**src/rtl/fwd_hazard_unit.sv**
```systemverilog
// Operand-forwarding and load-use hazard unit for an in-order pipeline.
// Tracks destination tags of in-flight producers and selects EX operand bypass sources.
module fwd_hazard_unit #(
    parameter int ADDR_W = 4,
    parameter int DEPTH  = 2,
    parameter int CNT_W  = 16
) (
    input  logic                                clk,
    input  logic                                rst_n,
    input  logic                                id_valid,
    input  logic [ADDR_W-1:0]                   id_rs,
    input  logic [ADDR_W-1:0]                   id_rt,
    input  logic                                id_rs_used,
    input  logic                                id_rt_used,
    input  logic [ADDR_W-1:0]                   id_rd,
    input  logic                                id_regwrite,
    input  logic                                id_memread,
    input  logic                                id_memwrite,
    input  logic                                flush,
    input  logic                                stat_clr,
    output logic                                stall,
    output logic [$clog2(DEPTH+1)-1:0]          fwd_a,
    output logic [$clog2(DEPTH+1)-1:0]          fwd_b,
    output logic                                fwd_mem,
    output logic [CNT_W-1:0]                    stall_count
);

    localparam int SEL_W = $clog2(DEPTH+1);

    typedef struct packed {
        logic              regwrite;
        logic              memread;
        logic              memwrite;
        logic [ADDR_W-1:0] rd;
        logic [ADDR_W-1:0] rt;
    } tag_t;

    logic r_vld [0:DEPTH];
    tag_t r_tag [0:DEPTH];

    logic             w_ld_hit_rs;
    logic             w_ld_hit_rt;
    logic             w_load;
    logic [SEL_W-1:0] w_fwd_a;
    logic [SEL_W-1:0] w_fwd_b;
    logic             w_fwd_mem;

    function automatic logic f_match(input logic v, input tag_t t, input logic [ADDR_W-1:0] a);
        return v & t.regwrite & (t.rd == a) & (t.rd != '0);
    endfunction

    function automatic logic [CNT_W-1:0] f_sat_inc(input logic [CNT_W-1:0] c);
        return (&c) ? c : c + 1'b1;
    endfunction

    // A load in EX cannot supply its value until after MEM, so a reader in ID must wait one cycle.
    // Store data (rt) is exempt: it is picked up later through fwd_mem instead.
    assign w_ld_hit_rs = r_tag[0].memread & f_match(r_vld[0], r_tag[0], id_rs) & id_rs_used;
    assign w_ld_hit_rt = r_tag[0].memread & f_match(r_vld[0], r_tag[0], id_rt) & id_rt_used
                         & ~id_memwrite;
    assign stall       = id_valid & ~flush & (w_ld_hit_rs | w_ld_hit_rt);
    assign w_load      = id_valid & ~stall & ~flush;

    always_comb begin
        w_fwd_a = '0;
        w_fwd_b = '0;
        if (w_load) begin
            // Descending scan so the nearest (smallest k) producer overwrites older ones.
            for (int k = DEPTH - 1; k >= 0; k--) begin
                if (id_rs_used && f_match(r_vld[k], r_tag[k], id_rs))
                    w_fwd_a = SEL_W'(k + 1);
                if (id_rt_used && f_match(r_vld[k], r_tag[k], id_rt)
                    && !((k == 0) && r_tag[k].memread && id_memwrite))
                    w_fwd_b = SEL_W'(k + 1);
            end
        end
    end

    assign w_fwd_mem = r_vld[0] & r_tag[0].memwrite & f_match(r_vld[1], r_tag[1], r_tag[0].rt);

    // Control state: tag valids, registered selects, statistics.
    always_ff @(posedge clk or negedge rst_n) begin
        if (!rst_n) begin
            for (int k = 0; k <= DEPTH; k++) r_vld[k] <= 1'b0;
            fwd_a       <= '0;
            fwd_b       <= '0;
            fwd_mem     <= 1'b0;
            stall_count <= '0;
        end else begin
            r_vld[0] <= w_load;
            for (int k = 1; k <= DEPTH; k++) r_vld[k] <= r_vld[k-1];
            fwd_a   <= w_fwd_a;
            fwd_b   <= w_fwd_b;
            fwd_mem <= w_fwd_mem;
            if (stat_clr)
                stall_count <= '0;
            else if (stall)
                stall_count <= f_sat_inc(stall_count);
        end
    end

    // Tag payloads are qualified by r_vld, so they need no reset.
    always_ff @(posedge clk) begin
        r_tag[0] <= '{regwrite: id_regwrite, memread: id_memread, memwrite: id_memwrite,
                      rd: id_rd, rt: id_rt};
        for (int k = 1; k <= DEPTH; k++) r_tag[k] <= r_tag[k-1];
    end

endmodule

```
**config.mk**
```make
export PLATFORM = sky130hd
export DESIGN_NAME = fwd_hazard_unit
export DESIGN_NICKNAME = d
export VERILOG_FILES = /design/src/rtl/fwd_hazard_unit.sv
export SDC_FILE = /design/constraint.sdc
export NUM_CORES = 1
export LEC_CHECK = 0
export ABC_AREA = 1
export CAP_MARGIN = 30
export CORE_ASPECT_RATIO = 1.4
export CORE_MARGIN = 3
export CORE_UTILIZATION = 51
export CTS_CLUSTER_SIZE = 8
export DETAILED_ROUTE_END_ITERATION = 10
export PLACE_DENSITY = 0.8
export SYNTH_ARGS = -nofsm -noshare
export SYNTH_HDL_FRONTEND = slang
export SYNTH_SLANG_ARGS = --single-unit
```
**constraint.sdc**
```tcl
create_clock -name clk -period 2.4 [get_ports clk]
set_clock_uncertainty 0.15 [all_clocks]
set_input_delay 0.36 -clock clk [delete_from_list [all_inputs] [get_ports clk]]
set_output_delay 0.36 -clock clk [all_outputs]
set_load 0.05 [all_outputs]
```
==> impl_metrics.env <==
export IMPL_root_buffer="clkbuf_8"
export IMPL_layout_commonest_cell="nand2_1"
export IMPL_cap_violations=0
export IMPL_pre_cts_ws_ns=0.0703
export IMPL_ioPinCount=44
export IMPL_leakage_uw=0.00136
export IMPL_nNetsFinal=328
export IMPL_start_util=0.534
export IMPL_areaGrowthSynthToFinish_pct=27.9
export IMPL_outcome="finished clean"
export IMPL_fill_cells=343
export IMPL_yosys_warnings=0
export IMPL_syn_nets=280
export IMPL_finalSetupViolations=0
export IMPL_critPathBufInv=4
export IMPL_cpMostUsedCell="inv_1"
export IMPL_crit_path_max_fanout=3
export IMPL_grt_pass1_wl_um=7300
export IMPL_die_area_um2=5000
export IMPL_register_area_um2=896
export IMPL_hold_slack_ns=0.140
export IMPL_hold_end="r_tag[0][0]"
export IMPL_worstPathCellList="clkdlybuf4s50_1 -> inv_1 -> nor2_1 -> nand2_2 -> nor2_4 -> nand3_2 -> nand2_4 -> nand3_4 -> inv_1 -> buf_12"
export IMPL_whs_path_depth=1
export IMPL_synth_avg_cell_area_um2=8.28
export IMPL_period_needed_ns=2.30
export IMPL_cts_setup_buffers=0
export IMPL_layoutNonFillerInstCount=349
export IMPL_r2r_end="stall_count[7]"
export IMPL_cts_sinks=39
export IMPL_power_uw=1340
export IMPL_htreeDepth=2
export IMPL_gp_congestion=0.892
export IMPL_cts_tree="built"
export IMPL_antenna_left=0
export IMPL_grt_max_degree=33
export IMPL_worst_slack_ns=0.0998
export IMPL_drt_wl_total_um=4360
export IMPL_ir_worst_vdd_uv=372
export IMPL_required_ns=1.89
export IMPL_rrSetupSlack_ns=0.53
export IMPL_antenna_found_initial=0
export IMPL_synth_seq_cells=39
export IMPL_grt_pass1_vias=1711
export IMPL_final_cell_mix="54 x nand2_1, 40 x clkdlybuf4s50_1, 39 x inv_1, 27 x nand3_1, 23 x dfrtp_1"
export IMPL_drt_iter0_markers=71
export IMPL_path_clk_slew_ns=0.08
export IMPL_fmax_mhz=435
export IMPL_coreArea_um2=3990
export IMPL_drv_slew=0
export IMPL_crit_arrival_ns=1.79
export IMPL_r2r_start="stall_count[0]"
export IMPL_hpwl_um=3300
export IMPL_syn_cell_area_um2=2130
export IMPL_dp_cells=341
export IMPL_drive_gt1_frac=0.144
export IMPL_rr_worst_depth=10
export IMPL_die_w_um=60.6
export IMPL_drtPass1Iterations=4
export IMPL_wl_per_cell_um=12.5
export IMPL_n_antenna_cell=0
export IMPL_maxSlewHeadroom=0.666
export IMPL_drcViolationCount=0
export IMPL_rows=27
export IMPL_vias_per_cell=5.16
export IMPL_num_vias=1802
export IMPL_die_y_um=82.4
export IMPL_grt_usage=0.195
export IMPL_finalSetupTns_ns=0
export IMPL_worstSetupEndpointType="output port"
export IMPL_cts_buffer_depth=2
export IMPL_multi_input_area_um2=1030
export IMPL_grt_overflow_total=0
export IMPL_ys_types=36
export IMPL_io_buffers=43
export IMPL_power_density_nw_per_um2=493
export IMPL_max_stage_delay_ns=0.50
export IMPL_ys_seq_area_frac=0.421
export IMPL_cp_start_kind="input pin"
export IMPL_critical_path_class="input pin to output port"
export IMPL_netlist_instances=257
export IMPL_clk_latency_ns=0.29
export IMPL_hp_class="input pin to flip-flop"
export IMPL_max_slew_worst_pin_slew_ns=0.500
export IMPL_numCtsBuffers=5
export IMPL_cp_slowest_cell="clkdlybuf4s50_1"
export IMPL_path_delay_family="buffers and inverters"
export IMPL_hold_violations=0
export IMPL_post_route_period_util=0.958
export IMPL_min_from="id_rt[0]"
==> kinds of logic (layout without fill, tap and decap cells) <==
| family | Yosys count | after routing | share of synthesized area |
|---|---|---|---|
| simple gates | 139 | 139 | 0.370 |
| buf+inv | 48 | 97 | 0.0970 |
| flops | 39 | 39 | 0.421 |
| xor+xnor | 18 | 18 | 0.0741 |
| compound gates | 12 | 12 | 0.0317 |
| fa+ha+maj | 1 | 1 | 0.00588 |
==> final cells by class <==
type,count,area share
multi-input cells,170,0.377
flip-flops and latches,39,0.329
repair buffers,46,0.172
inverters,43,0.0597
clock buffers,7,0.0395
well taps,43,0.0198
clock inverters,1,0.00322
==> layer usage <==
layer | up-vias | track usage | routed length [um]
met3 | 12 | 0.0389 | 169
li1 | 904 | - | -
met1 | 834 | 0.208 | 1730
met4 | 0 | 0.0954 | 114
met5 | - | 0 | 0
met2 | 52 | 0.357 | 2360
==> state kept, by name, indices dropped and copies added, names as in the netlist <==
signal / count
fwd_b: 2
stall_count: 16
fwd_mem: 1
r_tag: 16
fwd_a: 2
r_vld: 2
==> stage by stage <==
stage | utilization | area (um2)
6_report | 0.683 | 2720
5_1_grt | 0.683 | 2720
4_1_cts | 0.682 | 2720
3_5_place_dp | 0.653 | 2600
3_3_place_gp | 0.653 | 2600
2_1_floorplan | - | 2130
==> report_power, final <==
part	leakage, uW	total, uW	switching, uW	internal, uW
clock	0.0000600	545	245	300
combinational	0.000847	114	56.7	56.8
sequential	0.000454	684	15.7	669
==> how the worst max path moves through the flow <==
stage,end,depth (start not counted),slack [ns],from
global route,stall,10,-0.004,id_rs[1]
detailed placement,stall,10,0.07,id_rt[0]
floorplan,stall_count[0],11,0.22,stall_count[1]
CTS,stall,10,0.05,id_rt[0]
finish,stall,10,0.1,id_rt_used
global placement,stall,10,0.09,id_rt[0]
==> synth_stat cells <==
| cell | n | area share |
|---|---|---|
| ha_1 | 1 | 0.0059 |
| a31oi_1 | 1 | 0.0029 |
| nand3_4 | 2 | 0.016 |
| nand4_2 | 1 | 0.0059 |
| dfrtp_1 | 23 | 0.27 |
| o21ai_1 | 2 | 0.0047 |
| inv_1 | 39 | 0.069 |
| clkinv_2 | 1 | 0.0023 |
| buf_8 | 1 | 0.0071 |
| nor4_1 | 1 | 0.0029 |
| or2_1 | 1 | 0.0029 |
| nor2_2 | 3 | 0.0088 |
| dfxtp_1 | 16 | 0.15 |
| xnor2_1 | 10 | 0.041 |
| buf_2 | 2 | 0.0047 |
| nand3_1 | 27 | 0.063 |
| a21oi_1 | 3 | 0.0071 |
| buf_4 | 1 | 0.0035 |
| nand3_2 | 12 | 0.056 |
| nor2_4 | 3 | 0.016 |
| buf_6 | 1 | 0.0053 |
| xor2_1 | 8 | 0.033 |
| nand2_2 | 2 | 0.0059 |
| inv_2 | 3 | 0.0053 |
| and2_1 | 1 | 0.0029 |
| nand4_1 | 6 | 0.018 |
| o22ai_1 | 1 | 0.0029 |
| nand4_4 | 2 | 0.020 |
| o211ai_1 | 2 | 0.0071 |
| nand2_4 | 1 | 0.0053 |
| nor2_1 | 19 | 0.034 |
| o21ai_0 | 3 | 0.0071 |
| nand2_1 | 54 | 0.095 |
| nor3_1 | 2 | 0.0047 |
| nor2_8 | 1 | 0.0094 |
| or2_2 | 1 | 0.0029 |
==> timing repair <==
action | in CTS | in global routing
endpoints found under the setup margin | 0 | 1
hold buffers | 0 | 0
gates resized for setup | 0 | 2
Note: power is estimated with default switching activity, not from simulation.
